==> src/rtl/mdu_ctrl.sv <==
// rtl/mdu_ctrl.sv - iterative multiply/divide unit with HI/LO registers
// Shift-add multiply and restoring divide on magnitudes, sign fix-up in FIX.
module mdu_ctrl #(
  parameter int N = 32
) (
  input  logic         i_clk,
  input  logic         i_reset,
  input  logic         i_start,
  input  logic [5:0]   i_funct,
  input  logic [N-1:0] i_rs,
  input  logic [N-1:0] i_rt,
  input  logic         i_flush,
  output logic         o_busy,
  output logic         o_done,
  output logic [N-1:0] o_hi,
  output logic [N-1:0] o_lo,
  output logic [N-1:0] o_result
);

  localparam logic [5:0] F_MFHI  = 6'b010000;
  localparam logic [5:0] F_MTHI  = 6'b010001;
  localparam logic [5:0] F_MFLO  = 6'b010010;
  localparam logic [5:0] F_MTLO  = 6'b010011;
  localparam logic [5:0] F_MULT  = 6'b011000;
  localparam logic [5:0] F_MULTU = 6'b011001;
  localparam logic [5:0] F_DIV   = 6'b011010;
  localparam logic [5:0] F_DIVU  = 6'b011011;
  localparam logic [5:0] CNT_INIT = 6'(N);

  typedef enum logic [1:0] {IDLE, MUL, DIV, FIX} state_t;

  state_t         state_q, state_d;
  logic [5:0]     cnt_q, cnt_d;
  logic [N-1:0]   a_q, a_d;
  logic [2*N-1:0] p_q, p_d;
  logic           neg_q, neg_d;
  logic           rneg_q, rneg_d;
  logic           dz_q, dz_d;
  logic           op_div_q, op_div_d;
  logic [N-1:0]   hi_q, hi_d;
  logic [N-1:0]   lo_q, lo_d;
  logic           done_q, done_d;

  logic           is_mul, is_div, is_signed;
  logic [N-1:0]   mag_rs, mag_rt;
  logic [N:0]     mul_sum;
  logic [2*N-1:0] mul_next;
  logic [N:0]     div_cand, div_diff;
  logic [N-1:0]   div_rem;
  logic [2*N-1:0] div_next;
  logic [2*N-1:0] prod_fix;
  logic [N-1:0]   quo_fix, rem_fix;

  assign is_mul    = (i_funct == F_MULT) || (i_funct == F_MULTU);
  assign is_div    = (i_funct == F_DIV)  || (i_funct == F_DIVU);
  assign is_signed = ~i_funct[0];
  assign mag_rs    = (is_signed && i_rs[N-1]) ? -i_rs : i_rs;
  assign mag_rt    = (is_signed && i_rt[N-1]) ? -i_rt : i_rt;

  // Multiplier sits in the low half of p_q and shifts out as the product shifts in.
  assign mul_sum  = {1'b0, p_q[2*N-1:N]} + {1'b0, a_q};
  assign mul_next = p_q[0] ? {mul_sum, p_q[N-1:1]} : {1'b0, p_q[2*N-1:1]};

  // p_q holds {remainder, dividend/quotient}; quotient bits enter at the bottom.
  assign div_cand = p_q[2*N-1:N-1];
  assign div_diff = div_cand - {1'b0, a_q};
  assign div_rem  = div_diff[N] ? div_cand[N-1:0] : div_diff[N-1:0];
  assign div_next = {div_rem, p_q[N-2:0], ~div_diff[N]};

  assign prod_fix = neg_q  ? -p_q : p_q;
  assign quo_fix  = dz_q ? {N{1'b1}} : (neg_q ? -p_q[N-1:0] : p_q[N-1:0]);
  assign rem_fix  = rneg_q ? -p_q[2*N-1:N] : p_q[2*N-1:N];

  always_comb begin
    state_d  = state_q;
    cnt_d    = cnt_q;
    a_d      = a_q;
    p_d      = p_q;
    neg_d    = neg_q;
    rneg_d   = rneg_q;
    dz_d     = dz_q;
    op_div_d = op_div_q;
    hi_d     = hi_q;
    lo_d     = lo_q;
    done_d   = 1'b0;
    if (i_flush) begin
      state_d = IDLE;
    end else begin
      case (state_q)
        IDLE: begin
          if (i_start && (is_mul || is_div)) begin
            state_d  = is_mul ? MUL : DIV;
            cnt_d    = CNT_INIT;
            a_d      = is_mul ? mag_rs : mag_rt;
            p_d      = {{N{1'b0}}, (is_mul ? mag_rt : mag_rs)};
            neg_d    = is_signed && (i_rs[N-1] ^ i_rt[N-1]);
            rneg_d   = is_signed && i_rs[N-1];
            dz_d     = (i_rt == '0);
            op_div_d = is_div;
          end else if (i_start && i_funct == F_MTHI) begin
            hi_d = i_rs;
          end else if (i_start && i_funct == F_MTLO) begin
            lo_d = i_rs;
          end
        end
        MUL, DIV: begin
          p_d   = (state_q == MUL) ? mul_next : div_next;
          cnt_d = cnt_q - 6'd1;
          if (cnt_q == 6'd1) state_d = FIX;
        end
        FIX: begin
          if (op_div_q) begin
            hi_d = rem_fix;
            lo_d = quo_fix;
          end else begin
            hi_d = prod_fix[2*N-1:N];
            lo_d = prod_fix[N-1:0];
          end
          done_d  = 1'b1;
          state_d = IDLE;
        end
        default: state_d = IDLE;
      endcase
    end
  end

  always_ff @(posedge i_clk) begin
    if (!i_reset) begin
      state_q  <= IDLE;
      cnt_q    <= '0;
      a_q      <= '0;
      p_q      <= '0;
      neg_q    <= 1'b0;
      rneg_q   <= 1'b0;
      dz_q     <= 1'b0;
      op_div_q <= 1'b0;
      hi_q     <= '0;
      lo_q     <= '0;
      done_q   <= 1'b0;
    end else begin
      state_q  <= state_d;
      cnt_q    <= cnt_d;
      a_q      <= a_d;
      p_q      <= p_d;
      neg_q    <= neg_d;
      rneg_q   <= rneg_d;
      dz_q     <= dz_d;
      op_div_q <= op_div_d;
      hi_q     <= hi_d;
      lo_q     <= lo_d;
      done_q   <= done_d;
    end
  end

  assign o_busy   = (state_q != IDLE);
  assign o_done   = done_q;
  assign o_hi     = hi_q;
  assign o_lo     = lo_q;
  assign o_result = (i_funct == F_MFHI) ? hi_q :
                    (i_funct == F_MFLO) ? lo_q : '0;

endmodule

==> config.mk <==
export PLATFORM = sky130hd
export DESIGN_NAME = mdu_ctrl
export DESIGN_NICKNAME = d
export VERILOG_FILES = /design/src/rtl/mdu_ctrl.sv
export SDC_FILE = /design/constraint.sdc
export NUM_CORES = 1
export LEC_CHECK = 0
export BUFFER_PORTS_ARGS = -buffer_cell sky130_fd_sc_hd__buf_2
export CORE_ASPECT_RATIO = 0.7
export CORE_MARGIN = 1.5
export CORE_UTILIZATION = 44
export CTS_BUF_LIST = sky130_fd_sc_hd__clkbuf_8
export DETAILED_ROUTE_END_ITERATION = 12
export HOLD_SLACK_MARGIN = 0.06
export SYNTH_ARGS = -nofsm -noshare
export SYNTH_HDL_FRONTEND = slang
export SYNTH_SLANG_ARGS = --single-unit
==> constraint.sdc <==
create_clock -name i_clk -period 5.8 [get_ports i_clk]
set_input_delay 1.16 -clock i_clk [delete_from_list [all_inputs] [get_ports i_clk]]
set_output_delay 1.16 -clock i_clk [all_outputs]
set_load 0.005 [all_outputs]
==> metrics.cfg <==
[sta]
fmax_mhz=241
worst_pin_slew_ps=1340
hold_viol_final=0
drv_slew=0
fin_tns_setup_ps=0
finClkSkew_ps=23.7
fin_crit_sh_pct=71.7
period_needed_ps=4160
setup_slack_ps=1640
max_slew_margin_pct=10.1
setup_violations=0
rsz0062_at_grt=false

[global_routing]
grt_pass1_wl_um=100000
grt_pass1_vias=15412
grt-ovfl-total=0
grt_max_degree=71
antenna_found_initial=4
grt_usage_pct=35.5

[clocking]
tritoncts=yes
htreeDepth=4
post_cts_buffers=0
root_buffer=clkbuf_8
numCtsBuffers=17
clk_pin_slew_ps=120
cts.sinks=173
cts_hold_buffers=0
clock_latency_ps=530
cts_resized=0
clockBufferDepth=2

[drt]
drtIter0Drc=2520
firstDrtPassIters=8
detail-route-antenna-nets=0
drcViolationCount=0
drt-total-wl_um=68500
avgRoutedWirePerCell_um=24.8
vias_per_cell=6.47
vias=17840

[finish]
area_growth_pct=9.30
drive_gt1_share_pct=13.9
nNetsFinal=2412

[logic_synthesis]
yosysSeqAreaShare_pct=21.7
ys.flop_type=dfxtp_1
ys_types=83
postSynthCellCount=2198
postSynthAreaPerCell_sq_um=7.26
ys_ff_latch=173
syn_area_sq_um=16000
synth_edf_count=0
async_flop_share_pct=0
syn_nets=2348
synth_warnings=0

[critical_path]
cp_cell_sequence=buf_2 > nor4bb_1 > a21oi_1 > nor3_2 > and3_1 > nand2_1 > a211oi_1 > a221o_1
start_kind=input pin
critPathMaxFanout=13
criticalPathCategory=input pin to flip-flop
arrival_ps=4640
slowest_delay_ps=690
reg2regPathDepth=10
slowest_stage=nor4bb_1
cp-end-kind=flip-flop
required_ps=6280

[die]
start_util_pct=44.5
io_pins=172
die_area_sq_um=37400
die_w_um=231
row_count=58
core_sq_um=35800
fp.dieH_um=162

[power]
p_leak_nw=7.14
ir_drop_mv=0.110
power_w=0.00289
powerDensity_nw_per_um2=166

[outcome]
status=completed

[place]
portBuffers=171
gp_congestion=0.999
pre_cts_ws_ps=1240
dp.final_hpwl_um=53300

[flow_run]
max-cap-violations=0

[min_path]
hp-class=flip-flop to flip-flop
holdPathStages=2

==> kinds of logic (layout without fill, tap and decap cells) <==
group                      Yosys count  in the layout  synth area share [%]
muxes                              101            101                  6.62
DFF                                173            173                  21.7
xor gates and xnor gates           167            167                  9.17
other                                0              2                     0
adders and majority gates           76             76                  6.05
and+or+nand+nor                    727            727                  21.7
AOI/OAI and AO/OA                  725            725                  28.9
buffers and inverters              229            306                  5.86
==> placed cells by master, fill, tap and decap left out, types with 67 or more instances in the layout <==
master      n
dfxtp_1   173
buf_2     171
nor2_1    215
a211oi_1   68
xor2_1     81
nand2_1   219
inv_1      67
ha_1       71
a21oi_1   221
xnor2_1    86
o21ai_0   161
==> critical path: cells and delay by family <==
kind / cells / cell delay (ps)
and+or+nand+nor: 4 / 2530
AOI/OAI and AO/OA: 3 / 840
buffers and inverters: 1 / 100
==> registers in the layout, indices dropped and copies added (netlist names) <==
name	flops
p_q	64
a_q	32
o_hi	32
o_lo	32
cnt_q	6
state_q	2
dz_q	1
neg_q	1
o_done	1
op_div_q	1
rneg_q	1
==> metal layers <==
layer,vias to the layer above,GRT usage [%],part of all wire [%]
met5,-,0,0.016
met4,2,8.82,2.3
met3,99,12.9,15
met2,1133,44.6,36
met1,8409,54.9,47
li1,8197,-,-
==> stage by stage <==
stage	std cells	hold WS [ps]	utilization (%)	cell area (sq um)
after global routing	2757	496	48.7	17400
final	2757	476	48.7	17400
after detailed placement	2723	462	47.5	17000
after global placement	2723	458	47.5	17000
after CTS	2755	477	48.6	17400
after floorplan	2198	445	-	16000
==> cell type report <==
| class | count | area (sq um) |
|---|---|---|
| clock inverters | 15 | 173 |
| repair buffers | 205 | 1110 |
| flip-flops and latches | 173 | 3460 |
| fillers | 3718 | 18400 |
| multi-input cells | 1796 | 11600 |
| diodes | 2 | 5.00 |
| clock buffers | 17 | 234 |
| well taps | 480 | 601 |
| inverters | 69 | 259 |
==> synthesized netlist by cell type, types with 7 or more instances <==
cell type    n  share of area, %
a21oi_1    221               6.9
nand2_1    220               5.2
nor2_1     216               5.1
dfxtp_1    173                22
o21ai_0    161               5.0
clkbuf_1   141               3.3
xnor2_1     86               4.7
xor2_1      81               4.4
ha_1        74               5.8
a211oi_1    68               3.2
inv_1       68               1.6
mux2i_1     64               4.0
nand3_1     62               1.9
nor3_1      51               1.6
mux2_2      37               2.6
a21o_1      36               1.7
a31oi_1     35               1.4
o211ai_1    31               1.5
o31ai_1     30               1.4
nand4_1     20              0.78
nor2b_1     19              0.74
o221ai_1    19               1.0
nor4_1      18              0.71
o41ai_1     18              0.99
and3_1      17              0.67
or3_1       17              0.67
or4_1       17              0.80
nand2b_1    14              0.55
o21bai_1    13              0.61
or2_2       10              0.39
a221o_1      9              0.56
buf_1        8              0.19
nand3b_1     8              0.38
o21a_1       8              0.38
o22ai_1      7              0.27
o311ai_0     7              0.38
==> power breakdown <==
part / internal (W) / switching [W] / total (W)
registers: 0.00120 / 0.0000361 / 0.00124
clock network: 0.000366 / 0.000577 / 0.000942
logic: 0.000235 / 0.000475 / 0.000710
total: 0.00180 / 0.00109 / 0.00289
==> worst paths after layout <==
| path | startpoint | slack (ps) | end |
|---|---|---|---|
| max reg2reg | p_q[34]$_SDFFE_PN0P_ | 1690 | p_q[52]$_SDFFE_PN0P_ |
| min reg2reg | o_lo[13]$_SDFFE_PN0P_ | 480 | o_lo[13]$_SDFFE_PN0P_ |
| min | o_lo[13]$_SDFFE_PN0P_ | 480 | o_lo[13]$_SDFFE_PN0P_ |
| max | i_funct[2] | 1640 | p_q[32]$_SDFFE_PN0P_ |
(Power assumes the default switching activity.)
